**config.mk**
```make
export PLATFORM = sky130hd
export DESIGN_NAME = mm_result_drain
export DESIGN_NICKNAME = d
export VERILOG_FILES = /design/src/rtl/mm_result_drain.sv
export SDC_FILE = /design/constraint.sdc
export NUM_CORES = 1
export LEC_CHECK = 0
export CAP_MARGIN = 0
export CORE_ASPECT_RATIO = 1.2
export CORE_MARGIN = 3
export CORE_UTILIZATION = 30
export CTS_CLUSTER_DIAMETER = 50
export DETAILED_ROUTE_END_ITERATION = 7
export SYNTH_ARGS = -nofsm -noshare
export SYNTH_HDL_FRONTEND = slang
export SYNTH_SLANG_ARGS = --single-unit
```
**constraint.sdc**
```tcl
create_clock -name clk_i -period 2.2 [get_ports clk_i]
set_input_delay 0.22 -clock clk_i [delete_from_list [all_inputs] [get_ports clk_i]]
set_output_delay 0.22 -clock clk_i [all_outputs]
set_load 0.05 [all_outputs]
```
**src/rtl/mm_result_drain.sv**
```systemverilog
// mm_result_drain
//   Drains the NxN sum-stationary systolic multiplier. When the array raises
//   its result-valid, all N*N accumulators are snapshotted into a local
//   buffer and the array is cleared with a one-cycle pulse so it can start on
//   the next product. The buffered result is then streamed out one row per
//   beat on a valid/ready interface. A new snapshot is only taken once the
//   previous one has been fully drained, so output backpressure holds the
//   array.
//
// Ports
//   clk_i          clock, all state on the rising edge
//   reset_ni       asynchronous active-low reset
//   array_valid_i  array result valid (held until cleared)
//   array_c_i      N*N accumulators, element k = row k/N, column k%N
//   array_clear_o  one-cycle clear pulse to the array's synchronous reset
//   out_valid_o    row beat valid
//   out_ready_i    downstream accepts the beat
//   out_data_o     current row, element j = C[row][j]
//   out_row_o      index of the current row
//   out_last_o     high while the current row is N-1
//   busy_o         high whenever a result is being streamed
//   frame_count_o  number of fully drained results (wraps)
module mm_result_drain #(
    parameter int DATA_WIDTH      = 8,
    parameter int N               = 4,
    parameter int C_DATA_WIDTH    = (2 * DATA_WIDTH) + $clog2(N),
    parameter int FRAME_CNT_WIDTH = 16,
    localparam int ROW_W          = (N > 1) ? $clog2(N) : 1
) (
    input  logic                            clk_i,
    input  logic                            reset_ni,
    input  logic                            array_valid_i,
    input  logic [N*N*C_DATA_WIDTH-1:0]     array_c_i,
    output logic                            array_clear_o,
    output logic                            out_valid_o,
    input  logic                            out_ready_i,
    output logic [N*C_DATA_WIDTH-1:0]       out_data_o,
    output logic [ROW_W-1:0]                out_row_o,
    output logic                            out_last_o,
    output logic                            busy_o,
    output logic [FRAME_CNT_WIDTH-1:0]      frame_count_o
);

    localparam logic [ROW_W-1:0] LAST_ROW = ROW_W'(N - 1);

    typedef enum logic {
        S_IDLE,
        S_STREAM
    } state_t;

    state_t                       state_q, state_d;
    logic [ROW_W-1:0]             row_q, row_d;
    logic                         clear_q, clear_d;
    logic                         valid_q, valid_d;
    logic                         last_q, last_d;
    logic                         busy_q, busy_d;
    logic [FRAME_CNT_WIDTH-1:0]   cnt_q, cnt_d;
    logic                         capture;

    logic [C_DATA_WIDTH-1:0]      buf_q [N][N];

    // Next-state and registered-output logic.
    always_comb begin
        state_d = state_q;
        row_d   = row_q;
        clear_d = 1'b0;
        valid_d = valid_q;
        last_d  = last_q;
        cnt_d   = cnt_q;
        capture = 1'b0;

        case (state_q)
            S_IDLE: begin
                // The clear pulse still in flight means the array's valid is
                // stale; waiting one cycle avoids re-capturing the same result.
                if (array_valid_i && !clear_q) begin
                    capture = 1'b1;
                    row_d   = '0;
                    state_d = S_STREAM;
                    clear_d = 1'b1;
                    valid_d = 1'b1;
                    last_d  = (LAST_ROW == '0);
                end
            end
            S_STREAM: begin
                if (out_ready_i) begin
                    if (row_q == LAST_ROW) begin
                        state_d = S_IDLE;
                        valid_d = 1'b0;
                        last_d  = 1'b0;
                        cnt_d   = cnt_q + 1'b1;
                    end else begin
                        row_d  = row_q + 1'b1;
                        last_d = ((row_q + 1'b1) == LAST_ROW);
                    end
                end
            end
            default: begin
                state_d = S_IDLE;
                valid_d = 1'b0;
                last_d  = 1'b0;
            end
        endcase

        busy_d = (state_d != S_IDLE);
    end

    always_ff @(posedge clk_i or negedge reset_ni) begin
        if (!reset_ni) begin
            state_q <= S_IDLE;
            row_q   <= '0;
            clear_q <= 1'b0;
            valid_q <= 1'b0;
            last_q  <= 1'b0;
            busy_q  <= 1'b0;
            cnt_q   <= '0;
        end else begin
            state_q <= state_d;
            row_q   <= row_d;
            clear_q <= clear_d;
            valid_q <= valid_d;
            last_q  <= last_d;
            busy_q  <= busy_d;
            cnt_q   <= cnt_d;
        end
    end

    // Result buffer: isolates the streamed data from the array, which is
    // free to start computing the next product once cleared.
    always_ff @(posedge clk_i or negedge reset_ni) begin
        if (!reset_ni) begin
            for (int unsigned r = 0; r < N; r++) begin
                for (int unsigned c = 0; c < N; c++) begin
                    buf_q[r][c] <= '0;
                end
            end
        end else if (capture) begin
            for (int unsigned r = 0; r < N; r++) begin
                for (int unsigned c = 0; c < N; c++) begin
                    buf_q[r][c] <= array_c_i[(r*N + c)*C_DATA_WIDTH +: C_DATA_WIDTH];
                end
            end
        end
    end

    // Row select straight from registered buffer and row counter.
    always_comb begin
        out_data_o = '0;
        for (int unsigned j = 0; j < N; j++) begin
            out_data_o[j*C_DATA_WIDTH +: C_DATA_WIDTH] = buf_q[row_q][j];
        end
    end

    assign array_clear_o = clear_q;
    assign out_valid_o   = valid_q;
    assign out_row_o     = row_q;
    assign out_last_o    = last_q;
    assign busy_o        = busy_q;
    assign frame_count_o = cnt_q;

endmodule

```
==> flow_metrics.tcl, run 1 <==
set metrics [dict create \
    max_slew_margin 0.595 \
    drt-vias-per-instance 4.60 \
    ys_warn_count 0 \
    insertion_delay_ns 0.55 \
    synth_nets 1687 \
    crit_path_end_kind "primary output" \
    crit_buf_inv 3 \
    synthTopCellsByArea "dfrtp_1 (58%), nand2_1 (24%), mux4_2 (12%), buf_2 (1.4%), clkbuf_1 (0.81%)" \
    routabilityCongestion 0.815 \
    globalRouteOverflowTotal 0 \
    regToRegEndpoint "frame_count_o[12]$_DFFE_PN0P_" \
    rrSetupSlack_ns 0.29 \
    timing.final.ws_setup_ns -0.109 \
    post-place-ws_ns 0.155 \
    violations "negative setup slack" \
    synth-edff-count 0 \
    port_buffers 385 \
    regArea_um2 7760 \
    synth.most_common_cell "nand2_1" \
    cpMaxStageDelayCell "mux4_2" \
    max_freq_mhz 433 \
    drc 0 \
    grt_setup_unrepaired "true" \
    drtPass1Iterations 5 \
    ios 386 \
    ys_top_cells_by_count "nand2_1 (876), dfrtp_1 (310), mux4_2 (72), buf_2 (37), clkbuf_1 (29)" \
    synth_top_area_frac 0.577 \
    worst_pin_slew_ns 0.605 \
    ys_seq_area_frac 0.577 \
    grt_max_degree 76 \
    finalCritPeriodShare 1.05 \
    synth_top_area_cell "dfrtp_1" \
    cts_tree "done" \
    initial_utilization 0.306 \
    first_iter_violations 468 \
    ant_nets 0 \
    reg2reg_from "out_row_o[1]$_DFFE_PN0P_" \
    path_cells "buf_12 -> clkbuf_16 -> mux4_2 -> buf_6" \
    critPathKind "reg -> out" \
    core_area_um2 44000 \
    clock_skew_ns 0.0191 \
    hold_path.class "in -> async" \
    grtUsageTotal 0.171 \
    area_growth_pct 47.8 \
    cts_buffer_depth 3 \
    cts_max_level 2 \
    status "finished, violations left" \
    fp.dieW_um 199 \
    avgSynthCellArea_um2 9.67 \
    multiInputGateArea_um2 5300 \
    cts_root_buf "clkbuf_16" \
    die_area_um2 47400 \
    crit_family "multiplexers" \
    hold_viol 0 \
    drive_above_1_share 0.147 \
    syn_inst 1392 \
    required_ns 1.98 \
    critPathMaxFanout 6 \
    arrival_ns 2.09 \
    dp_hpwl_um 29100 \
    rows 84 \
    clkSlewWorstSetupHoldPaths_ns 0.06 \
    nNetsFinal 2081 \
    setup_viol_count_final 70 \
    grt_pass1_wl_um 63600 \
    synth_cell_types 27 \
    critPathMaxStageDelay_ns 0.53 \
    cts.sink_count 310 \
    synth_seq_cells 310 \
    antenna_found_initial 3 \
    leakage_nw 9.71 \
    start_kind "flop" \
    min_period_ns 2.31 \
    finalMaxSlewViolations 0 \
    synthArstFlopShare 1.00 \
    reg2regPathDepth 5 \
    via_count 10900 \
    synth_flop_cell "dfrtp_1" \
    netlist_area_um2 13500 \
    die_h_um 238 \
    grt_pass1_vias 11400 \
    ir_drop_uv 1030 \
    power_density_nw_per_um2 1610 \
    finalSetupTns_ns -5.30 \
    wl_um 42900 \
    routedWlPerCell_um 18.0 \
    drv_cap 0 \
    numCtsBuffers 40 \
    fillers 4185 \
]
## state kept, by name, indices dropped and copies added (netlist names)
signal	count
busy_o	1
out_valid_o	1
buf_q	288
array_clear_o	1
frame_count_o	16
out_last_o	1
out_row_o	2
## logic make-up after synthesis
group | Yosys count | synth area share
DFF | 310 | 0.577
muxes | 73 | 0.121
AOI/OAI and AO/OA | 4 | 0.00223
xor gates and xnor gates | 15 | 0.00976
adders and majority gates | 3 | 0.00279
and+or+nand+nor | 902 | 0.257
buffers and inverters | 85 | 0.0299
## final cells by class
type	instances	area share
Antenna cell	3	0.000377
Timing Repair Buffer	434	0.243
Multi-Input combinational cell	997	0.267
Tap cell	559	0.0352
Clock buffer	55	0.0572
Inverter	3	0.000943
Clock inverter	15	0.00667
Sequential cell	310	0.390
## layer usage
metal,GRT usage,vias up,share of wire
met4,0.0702,2,0.031
met2,0.289,310,0.50
met3,0.0336,69,0.054
met5,0,-,0.00030
met1,0.217,5332,0.41
li1,-,5212,-
## worst register-to-register path, cell delays in order, from the launching register on
cell,delay [ns]
dfrtp_4,0.54
ha_1,0.31
nand3_4,0.19
nor4_2,0.46
nand4_1,0.16
xnor2_1,0.15
## report_power, final
part | switching [mW] | internal [mW] | leakage (nW) | total [mW]
sequential | 1.38 | 8.21 | 3.90 | 9.58
combinational | 9.42 | 6.79 | 5.19 | 16.2
clock | 2.54 | 3.76 | 0.620 | 6.30
## metrics by stage
stage                util  power (mW)  cells  area [um2]  hold WS (ns)
floorplan               -        19.4   1392       13500       -0.0756
global placement    0.408        23.9   2283       18000         0.213
detailed placement  0.408        24.2   2283       18000         0.216
CTS                 0.442        31.4   2357       19500         0.158
global route        0.452        34.0   2375       19900         0.177
finish              0.452        32.1   2376       19900         0.199
## layout by cell type, fill, tap and decap left out, types with 8 or more instances in the layout
cell / n
buf_12: 24
dfrtp_1: 308
clkdlybuf4s50_1: 308
buf_4: 13
nand2_1: 876
clkbuf_1: 8
xnor2_1: 10
buf_6: 74
clkbuf_16: 48
mux4_2: 72
## how the worst max path moves through the flow
stage / startpoint / end / slack, ns / cells past startpoint
global route: out_row_o[0]$_DFFE_PN0P_ / out_data_o[33] / -0.18 / 4
global placement: array_valid_i / buf_q[269]$_DFFE_PN0P_ / 0.19 / 7
detailed placement: array_valid_i / buf_q[197]$_DFFE_PN0P_ / 0.16 / 7
finish: out_row_o[0]$_DFFE_PN0P_ / out_data_o[0] / -0.11 / 4
CTS: out_row_o[0]$_DFFE_PN0P_ / out_data_o[5] / -0.21 / 3
floorplan: out_row_o[0]$_DFFE_PN0P_ / out_data_o[0] / 0.07 / 4
## repair_timing
item                                    4_1_cts  5_1_grt
gates resized for setup                      56       28
buffers inserted                              3        6
endpoints found under the hold margin        48        0
gates cloned                                  0       10
endpoints found under the setup margin       73       72
pin swaps                                     0        0
hold buffers                                  1        0
Power figures use the tool's default switching activity.
==> inputs of run 2 (changes only) <==
Clock period 2.2 ns to 3 ns, I/O delays scaled along.
==> run 2 against run 1 <==
  * The run now ends clean
  * Register-to-register slack improved by 0.37 ns
  * Count of clock-buffer cells in the layout shrank 1
  * Critical path depth shrank 1
  * Hold slack better by 0.10 ns
  * Via count fell by 1.9%
  * Combinational power decreased by 36%
  * Clock power decreased by 23%
  * Flip-flop and latch count unchanged
  * Utilization fell by 1.6 points
  * Die area is the same
  * Critical endpoint is now out_data_o[14]
  * Largest cell class unchanged
==> flow_metrics.tcl, run 2 (synthesis gave the netlist of run 1 again) <==
set metrics [dict create \
    status "completed" \
    leakage_nw 9.37 \
    post-place-ws_ns 0.598 \
    cts_setup_buffers 0 \
    drtPass1Iterations 5 \
    placedCellCount 2276 \
    insertion_delay_ns 0.52 \
    largest_register_ffs 288 \
    met3_usage 0.0359 \
    nNetsFinal 2054 \
    antenna_found_initial 6 \
    cts.sink_count 310 \
    arrival_ns 2.61 \
    ant_nets 0 \
    wl_um 40500 \
    hold_path.class "in -> reg" \
    finalSetupTns_ns 0 \
    critPathMaxFanout 18 \
    grt_max_degree 176 \
    globalRouteOverflowTotal 0 \
    numCtsBuffers 39 \
    start_kind "flop" \
    cts_max_level 2 \
    finalCritPeriodShare 0.969 \
    grt_use_met2 0.285 \
    timing.final.ws_setup_ns 0.0939 \
    grt_pass1_vias 11300 \
    dp_hpwl_um 28100 \
    clock_skew_ns 0.0129 \
    clkSlewWorstSetupHoldPaths_ns 0.06 \
    setup_viol_count_final 0 \
    required_ns 2.70 \
    ir_drop_uv 764 \
    die_h_um 238 \
    grtUsageTotal 0.168 \
    hold_viol 0 \
    area_growth_pct 42.6 \
    layout_common_cells "nand2_1 (876), clkdlybuf4s50_1 (344), dfrtp_1 (308), mux4_2 (72), buf_4 (51)" \
    max_slew_margin 0.193 \
    drive_above_1_share 0.113 \
    min_period_ns 2.91 \
    routedWlPerCell_um 17.2 \
    via_count 10700 \
    rows 84 \
    core_area_um2 44000 \
    layout_commonest_cell "nand2_1" \
    ios 386 \
    largest_register "buf_q" \
    max_freq_mhz 344 \
    grt_util_met1 0.212 \
    drc 0 \
    layout.cells.non_filler 2350 \
    grt_setup_unrepaired "false" \
    drv_cap 0 \
    grt_pass1_wl_um 63000 \
    worst_pin_slew_ns 1.21 \
    cts_tree "done" \
    routabilityCongestion 0.815 \
    top_usage_layer "met2" \
    drt-vias-per-instance 4.56 \
    first_iter_violations 553 \
    initial_utilization 0.306 \
    cts_root_buf "clkbuf_16" \
    cts_buffer_depth 3 \
    die_area_um2 47400 \
    fp.dieW_um 199 \
    critPathKind "reg -> out" \
    port_buffers 385 \
    finalMaxSlewViolations 0 \
    power_density_nw_per_um2 1160 \
    crit_path_end_kind "primary output" \
]
-- run 2: where the power goes --
group | switching [mW] | internal [mW]
clock | 1.81 | 3.05
combinational | 6.29 | 3.98
sequential | 1.14 | 6.02
total | 9.24 | 13.1
-- run 2: worst paths after layout --
path	start	endpoint	slack, ns	cells past startpoint
max	out_row_o[0]$_DFFE_PN0P_	out_data_o[14]	0.09	3
max reg2reg	out_row_o[1]$_DFFE_PN0P_	frame_count_o[12]$_DFFE_PN0P_	0.66	5
min reg2reg	buf_q[95]$_DFFE_PN0P_	buf_q[95]$_DFFE_PN0P_	0.47	2
max in group asynchronous	reset_ni	buf_q[225]$_DFFE_PN0P_	1.87	3
min in group asynchronous	reset_ni	buf_q[280]$_DFFE_PN0P_	0.32	2
min	array_c_i[166]	buf_q[112]$_DFFE_PN0P_	0.30	3
-- run 2: critical path, stage by stage (launching register included) --
cell and delay [ns]:
dfrtp_4 0.42, buf_4 0.36, mux4_2 0.58, clkdlybuf4s50_1 0.72
-- run 2: stage by stage --
stage,instance area [um2],power [mW],util,hold WS (ns)
2_1_floorplan,13500,14.2,-,0.00441
4_1_cts,19200,22.6,0.435,0.270
3_3_place_gp,17800,17.4,0.405,0.267
3_5_place_dp,17800,17.6,0.405,0.269
5_1_grt,19200,23.6,0.436,0.290
6_report,19200,22.3,0.436,0.304
-- run 2: final cells by class --
type,instances,area [um2]
antenna,5,12.5
clock buffer,54,1120
clock inverter,14,210
fill,4222,24900
inverter,3,18.8
multi-input combinational,997,5300
sequential,310,7760
tap,559,699
timing repair buffer,408,4050
-- run 2: repair_timing --
| item | 4_1_cts | 5_1_grt |
|---|---|---|
| gates resized for setup | 0 | 3 |
| endpoints found under the setup margin | 0 | 12 |
| hold endpoints to repair | 44 | 0 |
| hold buffers | 1 | 0 |
-- run 2: routing by layer --
metal / up-vias / wire length [um] / part of all wire
li1: 5149 / - / -
met1: 5171 / 16600 / 0.41
met2: 312 / 20000 / 0.49
met3: 84 / 2470 / 0.061
met4: 0 / 1450 / 0.036
met5: - / 0 / 0
==> inputs of run 3 (changes only) <==
Settings changed: HOLD_SLACK_MARGIN from default to 0.15, SLEW_MARGIN from default to 25.
==> run 3 against run 2 <==
  * Non-clock buffer count unchanged
  * Die area unchanged
  * Count of clock-buffer cells in the layout increased by 2
  * Register-to-register slack about the same
  * Setup slack improved by 0.013 ns
  * Global-route usage increased by 0.10 points
  * Utilization increased by 0.082 points
  * Clock skew decreased by 0.0021 ns
  * Critical path depth unchanged
  * Critical endpoint is now out_data_o[29]
  * Largest cell class unchanged
  * Largest power group unchanged
  * Highest routed layer unchanged
==> flow_metrics.tcl, run 3 (synthesis gave the netlist of run 1 again) <==
set metrics [dict create \
    top_usage_layer "met2" \
    power_density_nw_per_um2 1150 \
    insertion_delay_ns 0.54 \
    grt_pass1_wl_um 62900 \
    ant_nets 0 \
    reg2regPathDepth 5 \
    hold_end "buf_q[204]$_DFFE_PN0P_" \
    cts.sink_count 310 \
    fillers 4170 \
    max_slew_margin 0.382 \
    cpMaxStageDelayCell "clkdlybuf4s50_1" \
    via_count 10700 \
    grt_use_met2 0.288 \
    path_cells "buf_12 -> mux4_2 -> clkdlybuf4s50_1" \
    hold_path.class "in -> reg" \
    antenna_found_initial 6 \
    routedWlPerCell_um 17.2 \
    cts_max_level 2 \
    fp.dieW_um 199 \
    hold_depth 3 \
    area_growth_pct 42.8 \
    crit_buf_inv 2 \
    drc 0 \
    hold_viol 0 \
    critPathKind "reg -> out" \
    initial_utilization 0.306 \
    clkSlewWorstSetupHoldPaths_ns 0.06 \
    largest_register "buf_q" \
    status "completed" \
    core_area_um2 44000 \
    reg2reg_from "out_row_o[1]$_DFFE_PN0P_" \
    die_h_um 238 \
    layout_commonest_cell "nand2_1" \
    grt_setup_unrepaired "false" \
    met3_usage 0.0424 \
    wl_um 40600 \
    crit_path_end_kind "primary output" \
    finalSetupTns_ns 0 \
    rrSetupSlack_ns 0.66 \
    cts_buffer_depth 3 \
    finalCritPeriodShare 0.964 \
    regToRegEndpoint "frame_count_o[12]$_DFFE_PN0P_" \
    start_kind "flop" \
    finalMaxSlewViolations 0 \
    startpoint "out_row_o[0]$_DFFE_PN0P_" \
    crit_family "buffers and inverters" \
    whs_ns 0.282 \
    clock_skew_ns 0.0108 \
    hp-start "array_c_i[78]" \
    drt-vias-per-instance 4.56 \
    setup_viol_count_final 0 \
    drv_cap 0 \
    layout_common_cells "nand2_1 (876), clkdlybuf4s50_1 (317), dfrtp_1 (308), mux4_2 (72), buf_4 (50)" \
    grt_util_met1 0.210 \
    worst_pin_slew_ns 0.927 \
    globalRouteOverflowTotal 0 \
    critPathMaxFanout 40 \
    cts_tree "done" \
    max_freq_mhz 346 \
    leakage_nw 9.66 \
    grtUsageTotal 0.169 \
    arrival_ns 2.59 \
    first_iter_violations 460 \
    cts_root_buf "clkbuf_16" \
    min_period_ns 2.89 \
    ios 386 \
    port_buffers 385 \
    grt_max_degree 176 \
    nNetsFinal 2055 \
    numCtsBuffers 40 \
    rows 84 \
    drive_above_1_share 0.114 \
    die_area_um2 47400 \
    largest_register_ffs 288 \
    required_ns 2.70 \
    drtPass1Iterations 4 \
    critPathMaxStageDelay_ns 0.72 \
    dp_hpwl_um 28100 \
    ir_drop_uv 739 \
    routabilityCongestion 0.815 \
    grt_pass1_vias 11300 \
]
==> run 3: report_power, final <==
| part | internal, mW | switching [mW] | total, mW |
|---|---|---|---|
| combinational | 3.93 | 6.29 | 10.2 |
| sequential | 6.02 | 1.14 | 7.16 |
| clock | 2.86 | 1.88 | 4.73 |
| total | 12.8 | 9.31 | 22.1 |
==> run 3: through the flow <==
step           instances  utilization  worst slack [ns]  instance area [um2]  total power [mW]
5_1_grt             2354        0.436          0.000143                19200              23.5
3_5_place_dp        2276        0.405             0.598                17800              17.6
6_report            2354        0.436             0.107                19200              22.1
4_1_cts             2349        0.435           0.00367                19100              22.5
2_1_floorplan       1392            -             0.790                13500              14.2
3_3_place_gp        2276        0.405             0.614                17800              17.4
==> run 3: worst register-to-register path, cell delays in order, from the launching register on <==
cell and delay (ns):
dfrtp_4 0.86, ha_1 0.40, nand3_4 0.17, nor4_2 0.48, nand4_1 0.17, xnor2_1 0.15
==> run 3: worst max path at each step <==
stage                           endpoint  slack (ns)  cells after the start
after global placement    out_data_o[14]        0.61                      3
after CTS                 out_data_o[57]       0.004                      3
after floorplan            out_data_o[0]        0.79                      4
final                     out_data_o[29]        0.11                      3
after detailed placement  out_data_o[14]        0.60                      3
after global routing      out_data_o[29]      0.0001                      3
==> run 3: area by class of cell <==
class | instances | area, um2 | share of cell area
inverters | 3 | 18.8 | 0.000977
repair buffers | 408 | 4110 | 0.214
flip-flops and latches | 310 | 7760 | 0.404
diodes | 5 | 12.5 | 0.000651
multi-input cells | 997 | 5300 | 0.276
clock inverters | 16 | 169 | 0.00879
well taps | 559 | 699 | 0.0364
clock buffers | 56 | 1140 | 0.0594
==> run 3: routing by layer <==
layer  vias up  share of wire  routed length (um)
li1       5152              -                   -
met1      5206           0.41               16600
met2       313           0.50               20300
met3        68          0.060                2440
met4         0          0.031                1270
met5         -              0                   0
==> run 3: timing repair <==
action | CTS | global route
hold buffers | 1 | 0
gates resized for setup | 3 | 27
buffers inserted | 0 | 0
setup endpoints to repair | 3 | 47
endpoints found under the hold margin | 191 | 0
pin swaps | 0 | 0
gates cloned | 0 | 0
